$ cat src/rtl/lsu_pkg.sv
// lsu_pkg: shared width constants, funct3 codes and FSM states for the load/store unit.
package lsu_pkg;
    localparam int XLEN = 32;
    localparam logic [2:0] F3_B  = 3'b000;
    localparam logic [2:0] F3_H  = 3'b001;
    localparam logic [2:0] F3_W  = 3'b010;
    localparam logic [2:0] F3_BU = 3'b100;
    localparam logic [2:0] F3_HU = 3'b101;
    typedef enum logic [2:0] {
        S_IDLE,
        S_LOAD,
        S_RMW_READ,
        S_WRITE,
        S_DONE
    } state_e;
endpackage

$ cat src/rtl/lsu_align.sv
// lsu_align: little-endian lane extract/extend for loads and lane merge for stores.
module lsu_align
    import lsu_pkg::*;
(
    input  logic [2:0]      funct3_i,
    input  logic [1:0]      off_i,
    input  logic [XLEN-1:0] rd_word_i,
    input  logic [XLEN-1:0] old_word_i,
    input  logic [XLEN-1:0] wdata_i,
    output logic [XLEN-1:0] ld_word_o,
    output logic [XLEN-1:0] st_word_o
);
    logic [7:0]  b;
    logic [15:0] h;

    assign b = rd_word_i[{off_i, 3'b000} +: 8];
    assign h = off_i[1] ? rd_word_i[31:16] : rd_word_i[15:0];

    assign ld_word_o = (funct3_i == F3_B)  ? {{24{b[7]}}, b}  :
                       (funct3_i == F3_BU) ? {24'b0, b}       :
                       (funct3_i == F3_H)  ? {{16{h[15]}}, h} :
                       (funct3_i == F3_HU) ? {16'b0, h}       : rd_word_i;

    always_comb begin
        st_word_o = old_word_i;
        if (funct3_i == F3_B)
            st_word_o[{off_i, 3'b000} +: 8] = wdata_i[7:0];
        else if (funct3_i == F3_H)
            st_word_o[{off_i[1], 4'b0000} +: 16] = wdata_i[15:0];
        else
            st_word_o = wdata_i;
    end
endmodule

$ cat src/rtl/load_store_unit.sv
// load_store_unit: RV32I byte/half/word loads and stores against a single-port word memory,
// with read-modify-write for sub-word stores and up-front alignment/range checking.
module load_store_unit
    import lsu_pkg::*;
#(
    parameter int MEM_BYTES = 256
) (
    input  logic            clk,
    input  logic            rst,
    input  logic            req,
    input  logic            is_store,
    input  logic [2:0]      funct3,
    input  logic [XLEN-1:0] addr,
    input  logic [XLEN-1:0] wdata,
    output logic            busy,
    output logic            done,
    output logic            err,
    output logic [XLEN-1:0] rdata,
    output logic [XLEN-1:0] mem_addr,
    output logic [XLEN-1:0] mem_wdata,
    output logic            mem_we,
    input  logic [XLEN-1:0] mem_rdata
);
    state_e          state_q, state_d;
    logic            is_store_q, err_q, bad, legal;
    logic [2:0]      funct3_q;
    logic [XLEN-1:0] addr_q, wdata_q, rmw_q, rdata_q, ld_word, st_word;

    assign legal = is_store ? (funct3 inside {F3_B, F3_H, F3_W})
                            : (funct3 inside {F3_B, F3_H, F3_W, F3_BU, F3_HU});
    assign bad = !legal
               || ((funct3 == F3_H || funct3 == F3_HU) && addr[0])
               || (funct3 == F3_W && addr[1:0] != 2'b00)
               || (addr > 32'(MEM_BYTES - 4));

    always_comb begin
        state_d = state_q;
        case (state_q)
            S_IDLE:     if (req) state_d = bad ? S_DONE : !is_store ? S_LOAD :
                                           (funct3 == F3_W) ? S_WRITE : S_RMW_READ;
            S_LOAD:     state_d = S_DONE;
            S_RMW_READ: state_d = S_WRITE;
            S_WRITE:    state_d = S_DONE;
            default:    state_d = S_IDLE;
        endcase
    end

    always_ff @(posedge clk or posedge rst) begin
        if (rst) begin
            state_q    <= S_IDLE;
            is_store_q <= 1'b0;
            err_q      <= 1'b0;
            funct3_q   <= '0;
            addr_q     <= '0;
            wdata_q    <= '0;
            rmw_q      <= '0;
            rdata_q    <= '0;
        end else begin
            state_q <= state_d;
            if (state_q == S_IDLE && req) begin
                is_store_q <= is_store;
                err_q      <= bad;
                funct3_q   <= funct3;
                addr_q     <= addr;
                wdata_q    <= wdata;
            end
            if (state_q == S_LOAD) rdata_q <= ld_word;
            if (state_q == S_RMW_READ) rmw_q <= mem_rdata;
        end
    end

    lsu_align u_align (
        .funct3_i  (funct3_q),
        .off_i     (addr_q[1:0]),
        .rd_word_i (mem_rdata),
        .old_word_i(rmw_q),
        .wdata_i   (wdata_q),
        .ld_word_o (ld_word),
        .st_word_o (st_word)
    );

    // Memory-facing outputs are pure state decodes so reset silences them immediately.
    assign busy      = state_q != S_IDLE;
    assign done      = state_q == S_DONE;
    assign err       = done && err_q;
    assign rdata     = rdata_q;
    assign mem_we    = state_q == S_WRITE;
    assign mem_addr  = (state_q inside {S_LOAD, S_RMW_READ, S_WRITE}) ? {addr_q[31:2], 2'b00} : '0;
    assign mem_wdata = mem_we ? st_word : '0;
endmodule

$ cat config.mk
export PLATFORM = sky130hd
export DESIGN_NAME = load_store_unit
export DESIGN_NICKNAME = d
export VERILOG_FILES = /design/src/rtl/lsu_pkg.sv /design/src/rtl/lsu_align.sv /design/src/rtl/load_store_unit.sv
export SDC_FILE = /design/constraint.sdc
export NUM_CORES = 1
export LEC_CHECK = 0
export ABC_AREA = 1
export CAP_MARGIN = 15
export CORE_MARGIN = 5
export CORE_UTILIZATION = 50
export DETAILED_ROUTE_END_ITERATION = 10
export PLACE_DENSITY = 0.8
export SYNTH_ARGS = -nofsm -noshare
export SYNTH_HDL_FRONTEND = slang
export SYNTH_HIERARCHICAL = 1
export SYNTH_SLANG_ARGS = --single-unit
$ cat constraint.sdc
create_clock -name clk -period 5.7 [get_ports clk]
set_clock_uncertainty 0.1 [all_clocks]
set_input_delay 0.855 -clock clk [delete_from_list [all_inputs] [get_ports clk]]
set_output_delay 0.855 -clock clk [all_outputs]
set_load 0.005 [all_outputs]
==> out/results.tsv, run 1 <==
stage	metric	value	unit
timing	Slew Limit Fails	0	
logic_synthesis	FFs w/ async S/R, synth	100	%
critical_path	CP Cell Sequence	clkinv_1 > ha_1 > clkinv_1 > nor2_1 > nand3_1 > nand2_1 > nand2_1 > nand2_1 > inv_1 > nor2_1 > clkdlybuf4s50_1	
timing	Worst slew margin	19.6	%
floorplan	Die W	142	um
layout	Inserted Diodes	0	
logic_synthesis	Top FF cell, synth	dfrtp_1	
worst_hold_path	Worst Hold Depth	1	
critical_path	CP Buf/Inv Count	4	
global_routing	busiest grt layer	met2	
place	DP Cell Count	1624	
logic_synthesis	synthesized area per cell	7.01	sq um
clock_network	number of post-CTS setup repair buffers	0	
worst_hold_path	HP Class	reg2reg	
routing	Vias/cell	5.11	
timing	final hold vios	0	
timing	post-route minimum period	4.67	ns
critical_path	CP peak stage delay	0.56	ns
place	I/O Buffers	200	
layout	synth-to-layout area growth	29.3	%
floorplan	Initial Util	50.9	%
global_routing	first-pass GRT wire length	42200	um
clock_network	CTS-repair resized insts	0	
critical_path	Critical Path Fanout Max	22	
layout	most common cell after layout, fill and taps aside	nand2_1	
logic_synthesis	Post-Syn Instances	1252	
timing	RSZ-0062 raised after global routing	false	
routing	final WL	26100	um
layout	Filler Cells Inserted	1547	
floorplan	count of boundary I/O pins	203	
layout	commonest non-fill, non-tap cells in the layout	nand2_1, clkdlybuf4s50_1, inv_1	
routing	DR WL/cell	15.8	um
clock_network	H-tree depth	4	
critical_path	Setup CP Type	reg2out	
clock_network	CTS tree	yes	
critical_path	critical path arrival	3.71	ns
floorplan	full die area	20300	sq um
timing	setup violators final	0	
clock_network	clk slew on worst S/H paths	0.06	ns
global_routing	number of antenna violations at the first check in global routing	0	
logic_synthesis	Seq cells post-synth	135	
critical_path	critical path's slowest cell	ha_1	
global_routing	GR Layer Usage met2	41.3	%
routing	Initial DRC Count	865	
global_routing	grt ovf	0	
critical_path	R2R cell count	6	
logic_synthesis	Post-synth EDFFs	0	
floorplan	core area	17200	sq um
layout	layout cell share with drive strength beyond 1	10.7	%
routing	Detail Route Antenna Nets	0	
critical_path	CP top delay family	buffers and inverters	
critical_path	WP data required	4.74	ns
power_and_ir_drop	pwr dens	421	nW/um^2
logic_synthesis	Ys Warns	6	
clock_network	CTS buffer count	17	
run_status	status	finished, final reports clean	
logic_synthesis	post-synth cell types	28	
power_and_ir_drop	Max VDD drop	0.231	mV
clock_network	Hold Buf Count CTS	0	
power_and_ir_drop	Leakage	6.02	nW
routing	vias	8460	
critical_path	startpoint types	flop	
layout	Reg area	3380	sq um
layout	fin cells	1656	
global_routing	met3 GRT Util	6.38	%
timing	Worst-Margin Slew	1.20	ns
clock_network	clk sinks	135	
timing	maximum clock frequency	0.214	GHz
timing	period utilization	81.9	%
global_routing	vias in the first global route	8167	
clock_network	CTS Buffer Depth	2	
logic_synthesis	register area share after synthesis	38.5	%
routing	Pre-antenna DRT Iters	8	
flow_run	Max-cap violations	0	
global_routing	GR Util met1	34.3	%
place	final estimated routing congestion in global placement	0.931	
place	dpl hpwl	18900	um
floorplan	Placement Rows	48	
logic_synthesis	synthesized area	8780	sq um
layout	Nets	1526	
global_routing	largest net degree at the start of global routing	73	
clock_network	Clk Tree Root Cell	clkbuf_16	
critical_path	WP depth	11	
clock_network	clock latency on the worst-skew pair	0.42	ns
layout	multi-input logic area	4360	sq um
critical_path	crit end category	output pin	
layout	Core Util, Final	65.8	%
critical_path	cell mode on critical path	nand2_1	
floorplan	Die Height	142	um
global_routing	GR Util All Layers	26.0	%
timing	Setup TNS	0	ns
routing	# DRC	0	
-- through the flow --
step | cell area, sq um | worst slack, ns | total power [mW] | hold slack [ns]
floorplan | 8780 | 1.13 | 3.09 | 0.381
global placement | 10800 | 1.64 | 3.60 | 0.388
detailed placement | 10800 | 1.55 | 3.64 | 0.392
CTS | 11300 | 1.10 | 4.76 | 0.405
global route | 11300 | 0.759 | 5.16 | 0.421
finish | 11300 | 1.03 | 4.77 | 0.400
-- cells in the mapped netlist (2+ instances only) --
| cell | n | area, sq um |
|---|---|---|
| ha_1 | 5 | 62.6 |
| nor2_4 | 4 | 45.0 |
| clkinv_1 | 5 | 18.8 |
| dfrtp_1 | 135 | 3380 |
| nand2_1 | 492 | 1850 |
| o21a_1 | 2 | 15.0 |
| nand4_1 | 3 | 18.8 |
| o21ai_0 | 42 | 210 |
| mux2_2 | 97 | 1090 |
| nand2_2 | 3 | 18.8 |
| or2_2 | 2 | 12.5 |
| nor3_1 | 2 | 10.0 |
| buf_2 | 30 | 150 |
| buf_12 | 3 | 60.1 |
| nand3_1 | 93 | 465 |
| mux2_4 | 2 | 30.0 |
| buf_4 | 13 | 97.6 |
| clkbuf_1 | 17 | 63.8 |
| nor2_1 | 114 | 428 |
| a21oi_1 | 4 | 20.0 |
| and2_0 | 8 | 50.1 |
| inv_2 | 2 | 7.51 |
| inv_1 | 169 | 634 |
-- registers in the layout (all words and copies together), names as in the netlist --
name / flops
wdata_q: 32
funct3_q: 3
addr_q: 32
rmw_q: 32
state_q: 3
rdata: 32
err_q: 1
-- layout make-up --
class,count,area share [%]
Multi-Input combinational cell,878,38.4
Sequential cell,135,29.8
Timing Repair Buffer,210,18.3
Inverter,176,5.85
Clock buffer,19,3.90
Tap cell,225,2.48
Clock inverter,13,1.27
-- power breakdown --
part | switching (mW) | internal [mW]
clock network | 0.438 | 0.660
logic | 1.36 | 0.821
registers | 0.243 | 1.25
-- final timing paths --
| kind | startpoint | to | slack (ns) |
|---|---|---|---|
| min in group asynchronous | rst | rdata[2] | 0.86 |
| max in group asynchronous | rst | rdata[27] | 3.63 |
| setup reg to reg | funct3_q[0] | rdata[24] | 2.65 |
| hold reg to reg | rdata[3] | rdata[3] | 0.40 |
| setup / recovery | addr_q[1] | mem_wdata[23] | 1.03 |
| hold / removal | rdata[3] | rdata[3] | 0.40 |
-- metal layers --
| metal | up-vias | wire (um) |
|---|---|---|
| met1 | 3859 | 10800 |
| met5 | - | 0 |
| li1 | 4142 | - |
| met4 | 0 | 787 |
| met2 | 400 | 12000 |
| met3 | 59 | 2550 |
-- logic make-up (layout without fill, tap and decap cells) --
| family | count (synthesis) | in the layout | share of synthesized area (%) |
|---|---|---|---|
| buf+inv | 240 | 418 | 11.9 |
| simple gates | 723 | 723 | 33.2 |
| compound gates | 49 | 49 | 2.88 |
| flops | 135 | 135 | 38.5 |
| mux | 99 | 99 | 12.8 |
| other cells | 1 | 2 | 0.0427 |
| fa+ha+maj | 5 | 5 | 0.713 |
No activity file was read; power rests on OpenSTA's default activity.
==> run 2: changes to the inputs <==
- clock period: 5.7 -> 4.5 ns (I/O delays scaled with it)
==> out/results.tsv, run 2 (synthesis gave the netlist of run 1 again) <==
stage	metric	value	unit	change
timing	final hold slack	0.403	ns	+0.00336 ns
routing	final WL	26600	um	+1.7%
floorplan	Die W	142	um	unchanged
critical_path	Setup CP Type	reg2out		
timing	setup violators final	0		unchanged
run_status	status	finished, final reports clean		
global_routing	GR Util All Layers	26.8	%	+0.81 points
critical_path	critical path's slowest cell	clkdlybuf4s50_1		
flow_run	Max-cap violations	0		unchanged
global_routing	vias in the first global route	8306		+1.7%
routing	DR WL/cell	16.0	um	+1.4%
critical_path	CP top delay family	buffers and inverters		
layout	most common cell after layout, fill and taps aside	nand2_1		
layout	fin cells	1660		+0.24%
clock_network	Clk Tree Root Cell	clkbuf_16		
place	dpl hpwl	19600	um	+3.5%
timing	RSZ-0062 raised after global routing	false		
floorplan	count of boundary I/O pins	203		unchanged
critical_path	cell mode on critical path	nand2_1		
clock_network	clk sinks	135		unchanged
routing	vias	8502		+0.50%
clock_network	number of post-CTS setup repair buffers	0		unchanged
worst_hold_path	HP Class	reg2reg		
clock_network	Hold Buf Count CTS	0		unchanged
power_and_ir_drop	pwr dens	529	nW/um^2	+26%
routing	# DRC	0		unchanged
layout	synth-to-layout area growth	29.6	%	
layout	commonest non-fill, non-tap cells in the layout	nand2_1, clkdlybuf4s50_1, inv_1		
place	final estimated routing congestion in global placement	0.951		+2.2%
timing	slack of the critical path	0.553	ns	-0.480 ns
timing	maximum clock frequency	0.253	GHz	
place	DP Cell Count	1628		+0.25%
timing	Setup TNS	0	ns	unchanged
layout	fin area	11400	sq um	+0.23%
floorplan	Die Height	142	um	unchanged
timing	Worst-Margin Slew	1.11	ns	-0.0934 ns
clock_network	clk slew on worst S/H paths	0.06	ns	about the same
critical_path	critical path arrival	3.17	ns	-0.54 ns
floorplan	core area	17200	sq um	unchanged
routing	Detail Route Antenna Nets	0		unchanged
clock_network	clock latency on the worst-skew pair	0.43	ns	about the same
critical_path	CP Cell Sequence	buf_4 > ha_1 > clkinv_1 > nor2_1 > nand3_1 > nand2_1 > nand2_1 > nand2_1 > inv_1 > nor2_1 > clkdlybuf4s50_1		
clock_network	CTS Buffer Depth	2		unchanged
critical_path	CP Buf/Inv Count	4		unchanged
timing	period utilization	87.7	%	
clock_network	H-tree depth	4		unchanged
routing	Pre-antenna DRT Iters	5		-3
layout	Inserted Diodes	0		unchanged
floorplan	full die area	20300	sq um	unchanged
routing	Initial DRC Count	718		-17%
timing	Worst slew margin	26.0	%	+6.4 points
timing	Slew Limit Fails	0		unchanged
critical_path	Critical Path Fanout Max	54		+150%
floorplan	Placement Rows	48		unchanged
global_routing	number of antenna violations at the first check in global routing	0		unchanged
global_routing	first-pass GRT wire length	43100	um	+2.0%
timing	post-route minimum period	3.95	ns	
power_and_ir_drop	Max VDD drop	0.449	mV	+94%
critical_path	startpoint types	flop		
critical_path	crit end category	output pin		
global_routing	largest net degree at the start of global routing	56		-23%
clock_network	CTS-repair resized insts	0		unchanged
clock_network	CTS buffer count	17		unchanged
layout	Nets	1530		+0.26%
global_routing	grt ovf	0		unchanged
layout	layout cell share with drive strength beyond 1	10.9	%	+0.18 points
critical_path	CP peak stage delay	0.52	ns	-0.04 ns
floorplan	Initial Util	50.9	%	unchanged
place	area of placed instances	10800	sq um	+0.40%
timing	final hold vios	0		unchanged
power_and_ir_drop	Leakage	6.04	nW	+0.28%
routing	Vias/cell	5.12		+0.25%
clock_network	CTS tree	yes		
critical_path	WP data required	3.72	ns	-1.02 ns
place	I/O Buffers	200		unchanged
place	Place WS	1.06	ns	-0.485 ns
## run 2: cell count changes in the layout (fill, tap and decap cells not counted), sizes merged
cell,change
buf,+4
clkbuf,+3
inv,-3
bufinv,-1
clkinv,+1
## run 2: per-layer routing
layer / vias to the layer above / part of all wire (%) / GRT usage [%]
li1: 4148 / - / -
met1: 3924 / 40 / 33.8
met2: 375 / 47 / 44.0
met3: 55 / 10 / 7.93
met4: 0 / 2.9 / 9.30
met5: - / 0 / 0
## run 2: through the flow
| step | util, % | power, mW |
|---|---|---|
| 5_1_grt | 66.0 | 6.51 |
| 3_3_place_gp | 62.7 | 4.58 |
| 6_report | 66.0 | 6.01 |
| 4_1_cts | 66.0 | 6.00 |
| 3_5_place_dp | 62.7 | 4.62 |
| 2_1_floorplan | - | 3.92 |
## run 2: final cells by class
type / instances / area, sq um
fill: 1532 / 5870
multi-input combinational: 878 / 4360
sequential: 135 / 3380
timing repair buffer: 214 / 2120
inverter: 176 / 663
clock buffer: 22 / 474
tap: 225 / 282
clock inverter: 10 / 96.3
## run 2: final timing paths
kind / startpoint / to / slack [ns] / depth (start not counted)
max in group asynchronous: rst / wdata_q[21] / 2.80 / 3
min in group asynchronous: rst / state_q[1] / 0.63 / 2
min reg2reg: rdata[10] / rdata[10] / 0.40 / 1
min: rdata[10] / rdata[10] / 0.40 / 1
max reg2reg: funct3_q[0] / rdata[10] / 1.70 / 7
max: addr_q[1] / mem_wdata[16] / 0.55 / 11
## run 2: power breakdown
part	switching, mW	internal [mW]	total (mW)
Clock	0.545	0.805	1.35
Combinational	1.71	1.06	2.77
Sequential	0.314	1.58	1.89
Total	2.57	3.44	6.01
==> run 3: changes to the inputs <==
- CORE_UTILIZATION: 50 -> 49
- PLACE_DENSITY: 0.8 -> 0.81
- SYNTH_HIERARCHICAL: 1 -> unset
==> out/results.tsv, run 3 <==
stage	metric	value	unit	change
clock_network	clock latency on the worst-skew pair	0.42	ns	about the same
layout	commonest non-fill, non-tap cells in the layout	nand2_1, clkdlybuf4s50_1, o21ai_0		
critical_path	Setup CP Type	reg2out		
floorplan	Placement Rows	45		-6.3%
global_routing	largest net degree at the start of global routing	80		+43%
routing	Routed met2 length	11400	um	-8.4%
timing	Slew Limit Fails	0		unchanged
routing	vias	7772		-8.6%
clock_network	Hold Buf Count CTS	0		unchanged
routing	Pre-antenna DRT Iters	5		unchanged
critical_path	Critical Path Fanout Max	39		-28%
global_routing	first-pass GRT wire length	39000	um	-9.6%
layout	Filler Cells Inserted	1254		-18%
worst_hold_path	Worst Hold Depth	2		+1
timing	setup violators final	0		unchanged
layout	layout cell share with drive strength beyond 1	5.73	%	-5.1 points
flow_run	Max-cap violations	0		unchanged
global_routing	number of antenna violations at the first check in global routing	0		unchanged
logic_synthesis	synthesized area	7670	sq um	-13%
timing	RSZ-0062 raised after global routing	false		
logic_synthesis	adder-cell share of the synthesized area	0.815	%	+0.10 points
clock_network	clk sinks	135		unchanged
logic_synthesis	Commonest cells post-synth	nand2_1, o21ai_0, dfrtp_1		
floorplan	Die W	135	um	-5.2%
logic_synthesis	Compound-Gate Fraction of Synth Area	18.9	%	+16 points
timing	post-route minimum period	4.04	ns	+0.0899 ns
timing	final hold vios	0		unchanged
power_and_ir_drop	Max VDD drop	0.347	mV	-23%
floorplan	Die Height	135	um	-5.2%
routing	Initial DRC Count	765		+6.5%
global_routing	grt ovf	0		unchanged
routing	Detail Route Antenna Nets	0		unchanged
place	area of placed instances	9660	sq um	-11%
routing	DR WL/cell	17.3	um	+8.1%
power_and_ir_drop	internal power	3.41	mW	-1.0%
floorplan	core area	15300	sq um	-11%
routing	# DRC	0		unchanged
routing	final WL	24800	um	-6.7%
critical_path	first element of the critical path	funct3_q[0]		
logic_synthesis	Ys Warns	0		-6
logic_synthesis	Top FF cell, synth	dfrtp_1		
logic_synthesis	synthesized area per cell	7.34	sq um	+4.7%
clock_network	Clk Tree Root Cell	clkbuf_16		
routing	Vias/cell	5.43		+6.0%
logic_synthesis	top-area cell type share of the netlist area	44.0	%	+5.5 points
global_routing	vias in the first global route	7488		-9.8%
timing	period utilization	89.7	%	+2.0 points
timing	Setup TNS	0	ns	unchanged
floorplan	Initial Util	50.3	%	-0.63 points
logic_synthesis	Post-Syn Instances	1045		-17%
power_and_ir_drop	Flop pwr share	31.9	%	+0.4 points
power_and_ir_drop	Sw Pwr	2.30	mW	-10%
timing	Worst-Margin Slew	0.974	ns	-0.135 ns
worst_hold_path	hold path startpoint	rdata[13]		
place	I/O Buffers	200		unchanged
power_and_ir_drop	Net Sw Frac	40.3	%	-2.4 points
floorplan	count of boundary I/O pins	203		unchanged
logic_synthesis	top cell type by total area after synthesis	dfrtp_1		
critical_path	crit end category	output pin		
layout	most common cell after layout, fill and taps aside	nand2_1		
critical_path	R2R cell count	6		-1
critical_path	WP data required	3.72	ns	about the same
logic_synthesis	post-synth cell types	36		+29%
timing	maximum clock frequency	0.248	GHz	-2.2%
clock_network	CTS Buffer Depth	2		unchanged
timing	Worst slew margin	35.0	%	+9.0 points
layout	fin area	10300	sq um	-9.1%
clock_network	CTS buffer count	17		unchanged
logic_synthesis	Simple-Gate Fraction of Synth Area	23.7	%	-9.5 points
logic_synthesis	cell with the most instances after synthesis	nand2_1		
power_and_ir_drop	pwr dens	552	nW/um^2	+4.5%
critical_path	critical path arrival	3.26	ns	+0.09 ns
layout	Nets	1316		-14%
floorplan	full die area	18300	sq um	-10%
logic_synthesis	Seq cells post-synth	135		unchanged
clock_network	number of post-CTS setup repair buffers	0		unchanged
clock_network	clk slew on worst S/H paths	0.06	ns	about the same
critical_path	startpoint types	flop		
power_and_ir_drop	Clock Power Share	27.5	%	+5.1 points
layout	synth-to-layout area growth	34.7	%	
clock_network	CTS tree	yes		
routing	max layer used	met4		
logic_synthesis	xor/xnor cell area share of the yosys netlist	0	%	unchanged
logic_synthesis	Post-synth EDFFs	0		unchanged
layout	Reg area	3380	sq um	unchanged
routing	WL met1	10200	um	-4.7%
global_routing	GR Util All Layers	27.2	%	+0.45 points
place	dpl hpwl	17900	um	-8.7%
layout	fin cells	1432		-14%
logic_synthesis	proportion of synthesized area in mux cells	1.76	%	-11 points
clock_network	H-tree depth	4		unchanged
timing	final hold slack	0.380	ns	-0.0232 ns
layout	Inserted Diodes	0		unchanged
power_and_ir_drop	Leakage	4.76	nW	-21%
place	final estimated routing congestion in global placement	0.938		-1.4%
run_status	status	finished, final reports clean		
logic_synthesis	FFs w/ async S/R, synth	100	%	unchanged
clock_network	CTS-repair resized insts	0		unchanged
logic_synthesis	register area share after synthesis	44.0	%	+5.5 points
logic_synthesis	synth top area cells	dfrtp_1, nand2_1, o21ai_0		
logic_synthesis	largest family of logic cells by synthesized area	simple AND/OR/NAND/NOR gates		
power_and_ir_drop	Comb power frac	40.6	%	-5.4 points
routing	met3 wire len	2360	um	-11%
layout	multi-input logic area	3480	sq um	-20%
worst_hold_path	HP Class	reg2reg		
place	DP Cell Count	1399		-14%
critical_path	reg2reg start	funct3_q[0]		
-- run 3: cell types whose count changed in the layout (fill, tap and decap cells not counted), moves of 52 or more --
cell and delta:
nand2_1 -190, o21ai_0 +100, mux2_2 -89, nand3_1 -80, inv_1 -59, a21oi_1 +52
-- run 3: power by group through the flow --
| stage | clock network, mW | registers [mW] | logic [mW] |
|---|---|---|---|
| 2_1_floorplan | 0 | 1.77 | 1.75 |
| 3_3_place_gp | 0 | 1.82 | 2.24 |
| 3_5_place_dp | 0 | 1.83 | 2.28 |
| 4_1_cts | 1.58 | 1.82 | 2.29 |
| 5_1_grt | 1.64 | 1.86 | 2.62 |
| 6_report | 1.57 | 1.82 | 2.32 |
-- run 3: cell type report --
class                           count  share of cell area, %
Inverter                          119                   4.35
Multi-Input combinational cell    725                   33.7
Timing Repair Buffer              210                   20.3
Sequential cell                   135                   32.7
Clock inverter                     14                   2.14
Tap cell                          211                   2.55
Clock buffer                       18                   4.25
-- run 3: cell families after synthesis --
logic type / Yosys count
other cells: 1
simple gates: 449
compound gates: 257
buf+inv: 186
mux: 12
fa+ha+maj: 5
flops: 135
-- run 3: critical path, cell delays in order (launching register included) --
cell and delay, ns:
dfrtp_1 0.42, nor2_4 0.43, inv_2 0.18, nor2_8 0.38, inv_2 0.37, o21ai_1 0.17
a21oi_1 0.06, nor3_1 0.26, clkdlybuf4s50_1 0.55
-- run 3: routing by layer --
layer	vias up	global-route usage, %
met5	-	0
met4	0	10.4
met3	55	7.95
met2	409	42.2
met1	3596	36.3
li1	3712	-
-- run 3: through the flow --
stage / worst slack (ns) / total power, mW / util [%]
2_1_floorplan: 0.114 / 3.52 / -
3_3_place_gp: 0.999 / 4.06 / 63.3
3_5_place_dp: 0.959 / 4.11 / 63.3
4_1_cts: 0.511 / 5.69 / 67.6
5_1_grt: 0.242 / 6.12 / 67.7
6_report: 0.463 / 5.71 / 67.7
-- run 3: final timing paths --
kind / to / slack, ns
max: mem_wdata[14] / 0.46
min: rdata[13] / 0.38
max reg2reg: rdata[15] / 1.92
min reg2reg: rdata[13] / 0.38
max in group asynchronous: wdata_q[14] / 2.82
min in group asynchronous: rdata[12] / 0.62
